$ cat src/rtl/prbs_edge_slicer_if.sv
// prbs_edge_slicer_if: sample stream in, sliced bit and edge measurements out
interface prbs_edge_slicer_if;
  logic [15:0] sample_in;
  logic        sample_en;
  logic [7:0]  edge_time_limit;
  logic        clear;
  logic        recovered_bit;
  logic        edge_valid;
  logic        edge_dir;
  logic [7:0]  edge_time;
  logic [7:0]  runt_count;
  logic        slow_edge_flag;
  logic [1:0]  edge_state_dbg;
  modport master (
    output sample_in, sample_en, edge_time_limit, clear,
    input  recovered_bit, edge_valid, edge_dir, edge_time, runt_count, slow_edge_flag, edge_state_dbg
  );
  modport slave (
    input  sample_in, sample_en, edge_time_limit, clear,
    output recovered_bit, edge_valid, edge_dir, edge_time, runt_count, slow_edge_flag, edge_state_dbg
  );
endinterface

$ cat src/rtl/prbs_edge_slicer.sv
// prbs_edge_slicer: hysteresis slicer measuring PRBS edge times and counting runt edges
module prbs_edge_slicer #(
  parameter logic [15:0] TH_LO = 16'h0CCD,
  parameter logic [15:0] TH_HI = 16'h7333
) (
  input logic              dac_clk,
  input logic              reset_n,
  prbs_edge_slicer_if.slave bus
);
  typedef enum logic [1:0] {LOW = 2'd0, RISING = 2'd1, HIGH = 2'd2, FALLING = 2'd3} state_t;
  state_t     state_q, state_d;
  logic [7:0] cnt_q, cnt_d, edge_time_q, edge_time_d, runt_q, runt_d, cnt_inc;
  logic       edge_valid_q, edge_valid_d, edge_dir_q, edge_dir_d;
  logic       slow_q, slow_d, bit_q, bit_d;
  logic       hi, lo, done, runt;
  assign hi      = bus.sample_in >= TH_HI;
  assign lo      = bus.sample_in <= TH_LO;
  assign cnt_inc = (cnt_q == 8'hFF) ? cnt_q : cnt_q + 8'd1;
  always_comb begin
    state_d     = state_q;
    cnt_d       = cnt_q;
    edge_time_d = edge_time_q;
    edge_dir_d  = edge_dir_q;
    done        = 1'b0;
    runt        = 1'b0;
    if (bus.sample_en) begin
      case (state_q)
        LOW: begin
          state_d     = hi ? HIGH : lo ? LOW : RISING;
          cnt_d       = (!hi && !lo) ? 8'd1 : 8'd0;
          done        = hi;
          edge_dir_d  = hi ? 1'b1 : edge_dir_q;
          edge_time_d = hi ? 8'd1 : edge_time_q;
        end
        RISING: begin
          state_d     = hi ? HIGH : lo ? LOW : RISING;
          cnt_d       = (hi || lo) ? 8'd0 : cnt_inc;
          done        = hi;
          runt        = lo;
          edge_dir_d  = hi ? 1'b1 : edge_dir_q;
          edge_time_d = hi ? cnt_inc : edge_time_q;
        end
        HIGH: begin
          state_d     = lo ? LOW : hi ? HIGH : FALLING;
          cnt_d       = (!hi && !lo) ? 8'd1 : 8'd0;
          done        = lo;
          edge_dir_d  = lo ? 1'b0 : edge_dir_q;
          edge_time_d = lo ? 8'd1 : edge_time_q;
        end
        FALLING: begin
          state_d     = lo ? LOW : hi ? HIGH : FALLING;
          cnt_d       = (hi || lo) ? 8'd0 : cnt_inc;
          done        = lo;
          runt        = hi;
          edge_dir_d  = lo ? 1'b0 : edge_dir_q;
          edge_time_d = lo ? cnt_inc : edge_time_q;
        end
      endcase
    end
    edge_valid_d = done;
    bit_d        = (state_d == HIGH) || (state_d == RISING);
    // clear wins over a same-cycle runt increment or slow-edge set
    runt_d = bus.clear ? 8'd0 : (runt && runt_q != 8'hFF) ? runt_q + 8'd1 : runt_q;
    slow_d = bus.clear ? 1'b0 :
             slow_q | (done && bus.edge_time_limit != 8'd0 && edge_time_d > bus.edge_time_limit);
  end
  always_ff @(posedge dac_clk) begin
    if (!reset_n) begin
      state_q      <= LOW;
      cnt_q        <= 8'd0;
      edge_time_q  <= 8'd0;
      edge_dir_q   <= 1'b0;
      edge_valid_q <= 1'b0;
      runt_q       <= 8'd0;
      slow_q       <= 1'b0;
      bit_q        <= 1'b0;
    end else begin
      state_q      <= state_d;
      cnt_q        <= cnt_d;
      edge_time_q  <= edge_time_d;
      edge_dir_q   <= edge_dir_d;
      edge_valid_q <= edge_valid_d;
      runt_q       <= runt_d;
      slow_q       <= slow_d;
      bit_q        <= bit_d;
    end
  end
  assign bus.recovered_bit  = bit_q;
  assign bus.edge_valid     = edge_valid_q;
  assign bus.edge_dir       = edge_dir_q;
  assign bus.edge_time      = edge_time_q;
  assign bus.runt_count     = runt_q;
  assign bus.slow_edge_flag = slow_q;
  assign bus.edge_state_dbg = state_q;
endmodule

$ cat src/flat_wrapper.sv
// flat-port wrapper written by rule: the top's interface ports become plain ports
module prbs_edge_slicer_flat 
#(
  parameter logic [15:0] TH_LO = 16'h0CCD,
  parameter logic [15:0] TH_HI = 16'h7333
)
  (dac_clk, reset_n, bus_sample_in, bus_sample_en, bus_edge_time_limit, bus_clear, bus_recovered_bit, bus_edge_valid, bus_edge_dir, bus_edge_time, bus_runt_count, bus_slow_edge_flag, bus_edge_state_dbg);
  prbs_edge_slicer_if bus_i ();
  input logic dac_clk;
  input logic reset_n;
  input wire logic [$bits(bus_i.sample_in)-1:0] bus_sample_in;
  input wire logic [$bits(bus_i.sample_en)-1:0] bus_sample_en;
  input wire logic [$bits(bus_i.edge_time_limit)-1:0] bus_edge_time_limit;
  input wire logic [$bits(bus_i.clear)-1:0] bus_clear;
  output wire logic [$bits(bus_i.recovered_bit)-1:0] bus_recovered_bit;
  output wire logic [$bits(bus_i.edge_valid)-1:0] bus_edge_valid;
  output wire logic [$bits(bus_i.edge_dir)-1:0] bus_edge_dir;
  output wire logic [$bits(bus_i.edge_time)-1:0] bus_edge_time;
  output wire logic [$bits(bus_i.runt_count)-1:0] bus_runt_count;
  output wire logic [$bits(bus_i.slow_edge_flag)-1:0] bus_slow_edge_flag;
  output wire logic [$bits(bus_i.edge_state_dbg)-1:0] bus_edge_state_dbg;
  assign bus_i.sample_in = bus_sample_in;
  assign bus_i.sample_en = bus_sample_en;
  assign bus_i.edge_time_limit = bus_edge_time_limit;
  assign bus_i.clear = bus_clear;
  assign bus_recovered_bit = bus_i.recovered_bit;
  assign bus_edge_valid = bus_i.edge_valid;
  assign bus_edge_dir = bus_i.edge_dir;
  assign bus_edge_time = bus_i.edge_time;
  assign bus_runt_count = bus_i.runt_count;
  assign bus_slow_edge_flag = bus_i.slow_edge_flag;
  assign bus_edge_state_dbg = bus_i.edge_state_dbg;
  prbs_edge_slicer #(.TH_LO(TH_LO), .TH_HI(TH_HI)) u_core (.dac_clk(dac_clk), .reset_n(reset_n), .bus(bus_i));
endmodule
$ cat config.mk
export PLATFORM = sky130hd
export DESIGN_NAME = prbs_edge_slicer_flat
export DESIGN_NICKNAME = d
export VERILOG_FILES = /design/src/rtl/prbs_edge_slicer_if.sv /design/src/rtl/prbs_edge_slicer.sv /design/src/flat_wrapper.sv
export SDC_FILE = /design/constraint.sdc
export NUM_CORES = 1
export LEC_CHECK = 0
export ABC_CLOCK_PERIOD_IN_PS = 5500
export CAP_MARGIN = 25
export CORE_ASPECT_RATIO = 1.1
export CORE_MARGIN = 8
export CORE_UTILIZATION = 54
export CTS_CLUSTER_DIAMETER = 30
export DETAILED_ROUTE_END_ITERATION = 16
export PLACE_DENSITY = 0.93
export SLEW_MARGIN = 25
export SYNTH_ARGS = -nofsm -noshare
export SYNTH_HDL_FRONTEND = slang
export SYNTH_SLANG_ARGS = --single-unit
$ cat constraint.sdc
create_clock -name dac_clk -period 5.5 [get_ports dac_clk]
set_input_delay 1.375 -clock dac_clk [delete_from_list [all_inputs] [get_ports dac_clk]]
set_output_delay 1.375 -clock dac_clk [all_outputs]
set_load 0.1 [all_outputs]
==> metrics, run 1 <==
outcome finished, final reports clean; Clock Skew about 0.0037 ns; Hold WC Path Type register to register; clk slew on worst S/H paths 0.06 ns; Critical Path RT 5.69 ns; via/cell ratio 6.41; design internal power 363 uW; Peak supply drop 182 uV; largest net degree at the start of global routing 18; crit path launch type input pin; WL/cell 16.8 microns; Sw Ratio 31.0%; final worst-path cycle share 79.5%; Yosys warning count 0; Seq/Total Area, Yosys 28.4%; CP Cell Sequence clkdlybuf4s50_1 > nand4_1 > o211a_1 > nor3_1 > o21ai_0 > nand2_1 > ha_1 > nand4_1 > nor2_1 > a221oi_1 > o41ai_1 > o41ai_1; fraction of registers with async set/reset 0%; most common cell after layout, fill and taps aside clkdlybuf4s50_1; met2 usage ~39%; Die Width 75.7 microns; Top FF cell, synth dfxtp_1; Nets 360; drt pass-1 iters 4; Flop pwr share 43.1%; most frequent cells in the layout 49 x clkdlybuf4s50_1, 33 x nand2_1, 30 x dfxtp_1; first-pass GRT wire length 10500 microns; GRT Total Usage 21.9%; CTS tree built; Tot Pwr 526 uW; Slew @ Worst Pin 1.01 ns; DRT antenna net count 0; cell row count 24; area of the mapped netlist 2120 sq um; CP max-delay cell nor3_1; # IOs 50; DR iter-0 viols 132; H-Tree Depth 2; Syn Nets 312; Slew Viols, Final 0; reg-to-reg critical path startpoint u_core.cnt_q[0]$_SDFFE_PN0P_; gpl congestion 0.926; CTS Root Cell clkbuf_8; max incr delay on CP ~0.69 ns; # DRC 0; number of CTS-inserted buffers 5; Post-CTS Hold Buffers 0; worst reg2reg endpoint u_core.bus.slow_edge_flag$_SDFF_PP0_; vias in the first global route ~2300; final hold viol count 0; DIE AREA 6180 sq um; switching pwr around 160 uW; Comb power frac 21.8%; core area 3870 sq um; Clock Power Share between 30% and 40%; total setup buffers inserted after CTS 0; crit path from bus_sample_in[9]; final wirelength 6280 microns; Layout area overhead 29.3%; Mapped Avg Cell Area 7.73 sq um; initial antenna violation count 0; Critical Path AT 4.56 ns; Resized cells post-CTS 0; vias roughly 2400; Tmin final 4.37 ns; DP Wirelength slightly below 5000 microns; GRT Residual Overflow 0; worst skew pair latency 0.28 ns; RSZ-0062 raised after global routing false; Netlist cell types 58; EDFF count, synth 0; Worst Path Max Fanout 8; Crit. End Element register; Diodes inserted 0; CP Class input pin to register; Starting Density 54.7%; setup violators final 0; #FFs+latches synth 30; max capacitance violation total 0; number of port buffers 49; Relative slew margins 32.5%; Sink Count 30; TNS Setup 0 ns; grt met1 use 23.4%; fraction of layout cells with a size suffix above 1 7.12%; Top Usage Layer GRT met2; pwr dens a little under 200 nW/um^2; Mapped Cells ~270; Critical Path End u_core.bus.slow_edge_flag$_SDFF_PP0_; Bufs on Longest Clock Path 2; Die H 81.7 microns; M3 GR Usage 6.59%; Pleak between 0.0009 and 0.001 uW; cells on worst reg2reg path 11; reg2reg setup slack 2.51 ns; Max Freq 0.229 GHz; # fillers 309
==> per-stage QoR <==
stage	instances	utilization [%]	hold WS [ns]	cell area, sq um	worst slack (ns)
floorplan	274	-	0.482	2120	1.71
global placement	367	68.3	0.448	2650	1.13
detailed placement	367	68.3	0.456	2650	0.941
CTS	375	70.6	0.475	2740	1.23
global route	375	70.6	0.493	2740	0.932
finish	375	70.6	0.479	2740	1.13
==> registers in the layout, summed over array words and instances, names as in the netlist <==
register	flops
u_core.bus.edge_dir	1
u_core.bus.edge_state_dbg	2
u_core.bus.edge_time	8
u_core.bus.edge_valid	1
u_core.bus.recovered_bit	1
u_core.bus.runt_count	8
u_core.bus.slow_edge_flag	1
u_core.cnt_q	8
==> per-layer routing <==
layer  share of wire [%]  vias up
li1                    -     1158
met2                  51       96
met1                  38     1129
met5                   0        -
met4                 2.5        0
met3                 8.1       21
==> how the worst min path moves through the flow <==
stage	from	end	cells past startpoint
floorplan	u_core.cnt_q[7]$_SDFFE_PN0P_	u_core.cnt_q[7]$_SDFFE_PN0P_	2
global placement	u_core.bus.slow_edge_flag$_SDFF_PP0_	u_core.bus.slow_edge_flag$_SDFF_PP0_	2
detailed placement	u_core.bus.slow_edge_flag$_SDFF_PP0_	u_core.bus.slow_edge_flag$_SDFF_PP0_	2
CTS	u_core.bus.slow_edge_flag$_SDFF_PP0_	u_core.bus.slow_edge_flag$_SDFF_PP0_	2
global route	u_core.bus.slow_edge_flag$_SDFF_PP0_	u_core.bus.slow_edge_flag$_SDFF_PP0_	2
finish	u_core.bus.slow_edge_flag$_SDFF_PP0_	u_core.bus.slow_edge_flag$_SDFF_PP0_	2
==> synthesized netlist by cell type (4+ instances only) <==
master,n,area share (%)
nor4_1,5,1.5
inv_1,12,2.1
a31oi_1,9,2.7
clkbuf_1,9,1.6
o211ai_1,6,2.1
nand4_1,8,2.4
nand2_1,33,5.9
and3_1,4,1.2
nor3_1,11,2.6
o21ai_0,10,2.4
ha_1,10,5.9
nor2_1,11,2.0
a21oi_1,24,5.7
nand3_1,22,5.2
or4_1,4,1.4
dfxtp_1,30,28
nor2b_1,5,1.5
==> cells by family after synthesis <==
| logic type | synth area share [%] |
|---|---|
| AO/OA/AOI/OAI | 28.1 |
| buffers and inverters | 4.67 |
| AND/OR/NAND/NOR | 29.7 |
| XOR/XNOR | 1.24 |
| adder cells (fa/ha/maj) | 5.91 |
| flip-flops | 28.4 |
| multiplexers | 1.95 |
==> power groups by stage <==
| stage | sequential [uW] | combinational [uW] | clock (uW) |
|---|---|---|---|
| final | 227 | 115 | 184 |
| after global routing | 228 | 123 | 198 |
| after CTS | 227 | 114 | 186 |
| after detailed placement | 232 | 114 | 0 |
| after global placement | 232 | 111 | 0 |
| after floorplan | 257 | 43.7 | 0 |
==> critical path, delay by kind of cell <==
family	cells	cell delay [ns]
compound gates	5	1.25
simple gates	5	1.14
buf+inv	1	0.52
fa+ha+maj	1	0.26
==> cell type report <==
| cell class | instances | area [sq um] | share of cell area (%) |
|---|---|---|---|
| multi-input combinational | 220 | 1420 | 51.8 |
| timing repair buffer | 52 | 513 | 18.7 |
| sequential | 30 | 601 | 21.9 |
| inverter | 13 | 48.8 | 1.78 |
| clock inverter | 1 | 5.00 | 0.183 |
| tap | 52 | 65.1 | 2.38 |
| clock buffer | 7 | 86.3 | 3.16 |
No activity file was read; power rests on OpenSTA's default activity.
==> run 2, diff against run 1 <==
- ABC_CLOCK_PERIOD_IN_PS: 5500 -> 3900
- CORE_UTILIZATION: 54 -> 45
- PLACE_DENSITY: 0.93 -> 0.83
- clock period: 5.5 -> 3.9 ns (I/O delays scaled with it)
==> run 2 against run 1 <==
Compared with the run above:
- via count is 0.42% lower
- critical path depth shrank 1
- register-to-register slack lost 1.4 ns
- setup slack got worse by 0.91 ns
- flip-flop and latch count unchanged
- sequential power is 40% higher
- clock power up 42%
- total power rose by 44%
- sequential share of layout area decreased by 0.98 points
- die area up 16%
- hold slack worse by 0.016 ns
- non-clock buffer count up 16
- largest power group unchanged
==> metrics, run 2 (synthesis results as in run 1) <==
DP Area 2760 sq um; Comb power frac 23.4%; design internal power 523 uW; vias 2394; TNS Setup 0 ns; worst skew pair latency 0.29 ns; Critical Path RT about 4.1 ns; initial antenna violation count 0; WL/cell about 16 microns; number of port buffers 49; Slew @ Worst Pin just over 1 ns; DRT antenna net count 0; drt pass-1 iters 4; DP Cell Count 386; Peak supply drop ~170 uV; Critical Path AT ~3.9 ns; largest net degree at the start of global routing 17; Pleak 0.00105 uW; H-Tree Depth 2; Nets 376; setup violators final 0; RSZ-0062 raised after global routing false; Worst Path Max Fanout 7; first-pass GRT wire length 10600 microns; CTS tree built; Crit. End Element register; outcome finished, final reports clean; GRT Total Usage 18.7%; Fin Hold WS about 0.46 ns; vias in the first global route 2318; total setup buffers inserted after CTS 0; DIE AREA 7160 sq um; CP Class input pin to register; Relative slew margins 32.7%; Sw Ratio 30.9%; CTS Root Cell clkbuf_8; Slew Viols, Final 0; Max Freq 0.272 GHz; Bufs on Longest Clock Path 2; Resized cells post-CTS 0; GRT Residual Overflow 0; most frequent cells in the layout 48 x clkdlybuf4s50_1, 33 x nand2_1, 30 x dfxtp_1; Hold WC Path Type register to register; Die Width around 80 microns; Post-CTS Hold Buffers 0; pwr dens 264 nW/um^2; Design Area, Final 2860 sq um; final worst-path cycle share 94.3%; Clock Power Share 34.6%; Tmin final 3.68 ns; DR iter-0 viols 97; Flop pwr share 42.0%; gpl congestion 0.996; # IOs 50; Starting Density 46.2%; clk slew on worst S/H paths 0.06 ns; number of CTS-inserted buffers 5; max capacitance violation total 0; core area 4590 sq um; DP Wirelength 4840 microns; Die H 87.9 microns; # DRC 0; Sink Count 30; final hold viol count 0; cell row count 26; via/cell ratio 6.06; fraction of layout cells with a size suffix above 1 12.1%; Layout area overhead 35.3%; Clock Skew 0.00293 ns; final wirelength 6250 microns; crit path launch type input pin; Diodes inserted 0; switching pwr 234 uW; Post-Layout Cell Count 395; most common cell after layout, fill and taps aside clkdlybuf4s50_1
[run 2: layout make-up]
type,count,area (sq um)
Multi-Input combinational cell,220,1420
Inverter,13,48.8
Clock buffer,7,86.3
Fill cell,414,1720
Clock inverter,1,5.00
Timing Repair Buffer,68,631
Tap cell,56,70.1
Sequential cell,30,601
[run 2: path summary, 6_finish.rpt]
| kind | to | from | slack, ns | cells past startpoint |
|---|---|---|---|---|
| setup / recovery | u_core.bus.slow_edge_flag$_SDFF_PP0_ | bus_sample_in[9] | 0.22 | 11 |
| hold / removal | u_core.bus.slow_edge_flag$_SDFF_PP0_ | u_core.bus.slow_edge_flag$_SDFF_PP0_ | 0.46 | 2 |
| setup reg to reg | u_core.bus.slow_edge_flag$_SDFF_PP0_ | u_core.cnt_q[0]$_SDFFE_PN0P_ | 1.08 | 12 |
| hold reg to reg | u_core.bus.slow_edge_flag$_SDFF_PP0_ | u_core.bus.slow_edge_flag$_SDFF_PP0_ | 0.46 | 2 |
[run 2: power groups by stage]
stage / registers (uW) / logic, uW / clock network [uW]
after detailed placement: 324 / 175 / 0
after CTS: 317 / 175 / 269
after global routing: 318 / 190 / 282
after floorplan: 363 / 61.7 / 0
after global placement: 324 / 172 / 0
final: 318 / 177 / 262
[run 2: routing by layer]
layer,up-vias,part of all wire [%],global-route usage [%]
met5,-,0,0
met4,0,1.6,7.15
met3,9,9.0,5.85
met2,98,48,31.1
met1,1109,41,21.6
li1,1178,-,-
[run 2: critical path, stage by stage]
cell and delay [ns]:
clkdlybuf4s50_1 0.46, or2_2 0.31, a2111o_1 0.36, a22o_2 0.29, o21ai_0 0.26, nand3_1 0.17, ha_1 0.32, o21ai_0 0.08
a221oi_1 0.28, o41ai_1 0.11, o41ai_1 0.24
[run 2: metrics by stage]
stage	power, uW	utilization [%]	setup slack, ns
2_1_floorplan	425	-	0.505
3_3_place_gp	496	60.2	-0.00221
3_5_place_dp	499	60.2	-0.0910
4_1_cts	761	62.2	0.216
5_1_grt	791	62.4	0.0451
6_report	756	62.4	0.220
==> run 3, diff against run 2 <==
- GPL_TIMING_DRIVEN: unset -> 0
==> run 3 against run 2 <==
Compared with the run above:
- total power grew 7.5%
- final area grew 2.9%
- critical path depth is the same
- routed wire length grew 11%
- via count grew 5.1%
- clock skew grew 0.0082 ns
- sequential power is essentially flat
- largest cell class unchanged
- largest power group unchanged
==> metrics, run 3 (synthesis results as in run 1) <==
Sink Count 30; Nets 372; Bufs on Longest Clock Path 2; number of port buffers 49; Starting Density 46.2%; first-pass GRT wire length 10600 microns; vias in the first global route between 2000 and 2500; Relative slew margins 33.4%; Slew @ Worst Pin around 1 ns; final hold viol count 0; dpl ws -0.230 ns; Die H 87.9 microns; GRT Residual Overflow 0; DIE AREA 7160 sq um; Final WS setup slightly above 0.1 ns; Worst Path Max Fanout 7; number of CTS-inserted buffers 5; crit path launch type input pin; core area 4590 sq um; Pleak around 0.0011 uW; H-Tree Depth 2; DR iter-0 viols 145; gpl congestion 0.894; most common cell after layout, fill and taps aside clkdlybuf4s50_1; initial antenna violation count 0; Peak supply drop 248 uV; # IOs 50; setup violators final 0; CP most frequent cell o41ai_2; Crit. End Element register; worst skew pair latency 0.29 ns; Die Width slightly above 80 microns; cell row count 26; Tmin final 3.80 ns; fraction of layout cells with a size suffix above 1 12.5%; FF+latch area 601 sq um; Hold WC Path Type register to register; WL/cell about 18 microns; final worst-path cycle share 97.3%; GRT Total Usage 18.7%; CTS Root Cell clkbuf_8; vias about 2500; Tot Pwr 813 uW; # DRC 0; drt pass-1 iters 5; CP Cell Sequence clkdlybuf4s50_1 > or2_4 > a2111o_1 > a22o_4 > o2111ai_4 > nand3_2 > ha_1 > o21ai_0 > a221oi_2 > o41ai_2 > o41ai_2; max capacitance violation total 0; largest net degree at the start of global routing 11; Critical Path RT 4.09 ns; pwr dens approximately 280 nW/um^2; CP Class input pin to register; max incr delay on CP 0.47 ns; Layout area overhead 39.2%; via/cell ratio 6.43; Slew Viols, Final 0; DRT antenna net count 0; # fillers 390; CTS tree built; clk slew on worst S/H paths 0.07 ns; most frequent cells in the layout 46 x clkdlybuf4s50_1, 33 x nand2_1, 30 x dfxtp_1; outcome finished, final reports clean; Clock Skew 0.0111 ns; Critical Path AT approximately 4 ns; DP Wirelength 4960 microns; final wirelength 6950 microns; Max Freq 0.263 GHz; CP max-delay cell a2111o_1; area of the multi-input gates roughly 1500 sq um; Diodes inserted 0
==> run 3: critical path: cells and delay by family <==
kind                       cells  cell delay [ns]
adders and majority gates      1             0.32
and+or+nand+nor                2             0.42
AOI/OAI and AO/OA              7             1.81
buffers and inverters          1             0.46
==> run 3: metrics by stage <==
stage / area [sq um] / std cells / util [%] / hold WS (ns) / setup TNS [ns]
3_3_place_gp: 2680 / 379 / 58.4 / 0.440 / -0.151
5_1_grt: 2950 / 391 / 64.3 / 0.508 / -0.0427
6_report: 2950 / 391 / 64.3 / 0.479 / 0
4_1_cts: 2790 / 387 / 60.7 / 0.470 / 0
2_1_floorplan: 2120 / 274 / - / 0.482 / 0
3_5_place_dp: 2680 / 379 / 58.4 / 0.457 / -0.230
==> run 3: where the power goes <==
group / switching (uW) / internal (uW) / total [uW] / leakage [uW]
registers: 6.18 / 313 / 319 / 0.000243
clock network: 129 / 188 / 317 / 0.0000579
logic: 115 / 61.8 / 177 / 0.000769
==> run 3: worst paths after layout <==
path	depth (start not counted)	start	slack, ns	end
setup / recovery	11	bus_sample_in[8]	0.10	u_core.bus.slow_edge_flag$_SDFF_PP0_
hold / removal	2	u_core.bus.slow_edge_flag$_SDFF_PP0_	0.48	u_core.bus.slow_edge_flag$_SDFF_PP0_
setup reg to reg	11	u_core.cnt_q[3]$_SDFFE_PN0P_	0.90	u_core.bus.slow_edge_flag$_SDFF_PP0_
hold reg to reg	2	u_core.bus.slow_edge_flag$_SDFF_PP0_	0.48	u_core.bus.slow_edge_flag$_SDFF_PP0_
==> run 3: per-layer routing <==
metal | global-route usage (%) | part of all wire, % | vias to the layer above
met1 | 21.5 | 39 | 1160
li1 | - | - | 1178
met2 | 32.1 | 48 | 151
met3 | 5.44 | 10 | 26
met4 | 6.34 | 2.6 | 0
met5 | 0 | 0 | -
==> run 3: repair_timing <==
action | CTS | global route
gates resized for setup | 0 | 25
hold buffers | 0 | 0
endpoints found under the setup margin | 0 | 1
setup buffers | 0 | 3
==> run 3: area by class of cell <==
class / count / area share [%]
tap: 56 / 2.38
sequential: 30 / 20.4
clock inverter: 3 / 1.36
inverter: 13 / 1.66
multi-input combinational: 221 / 52.5
timing repair buffer: 52 / 17.7
buffer: 11 / 1.70
clock buffer: 5 / 2.33
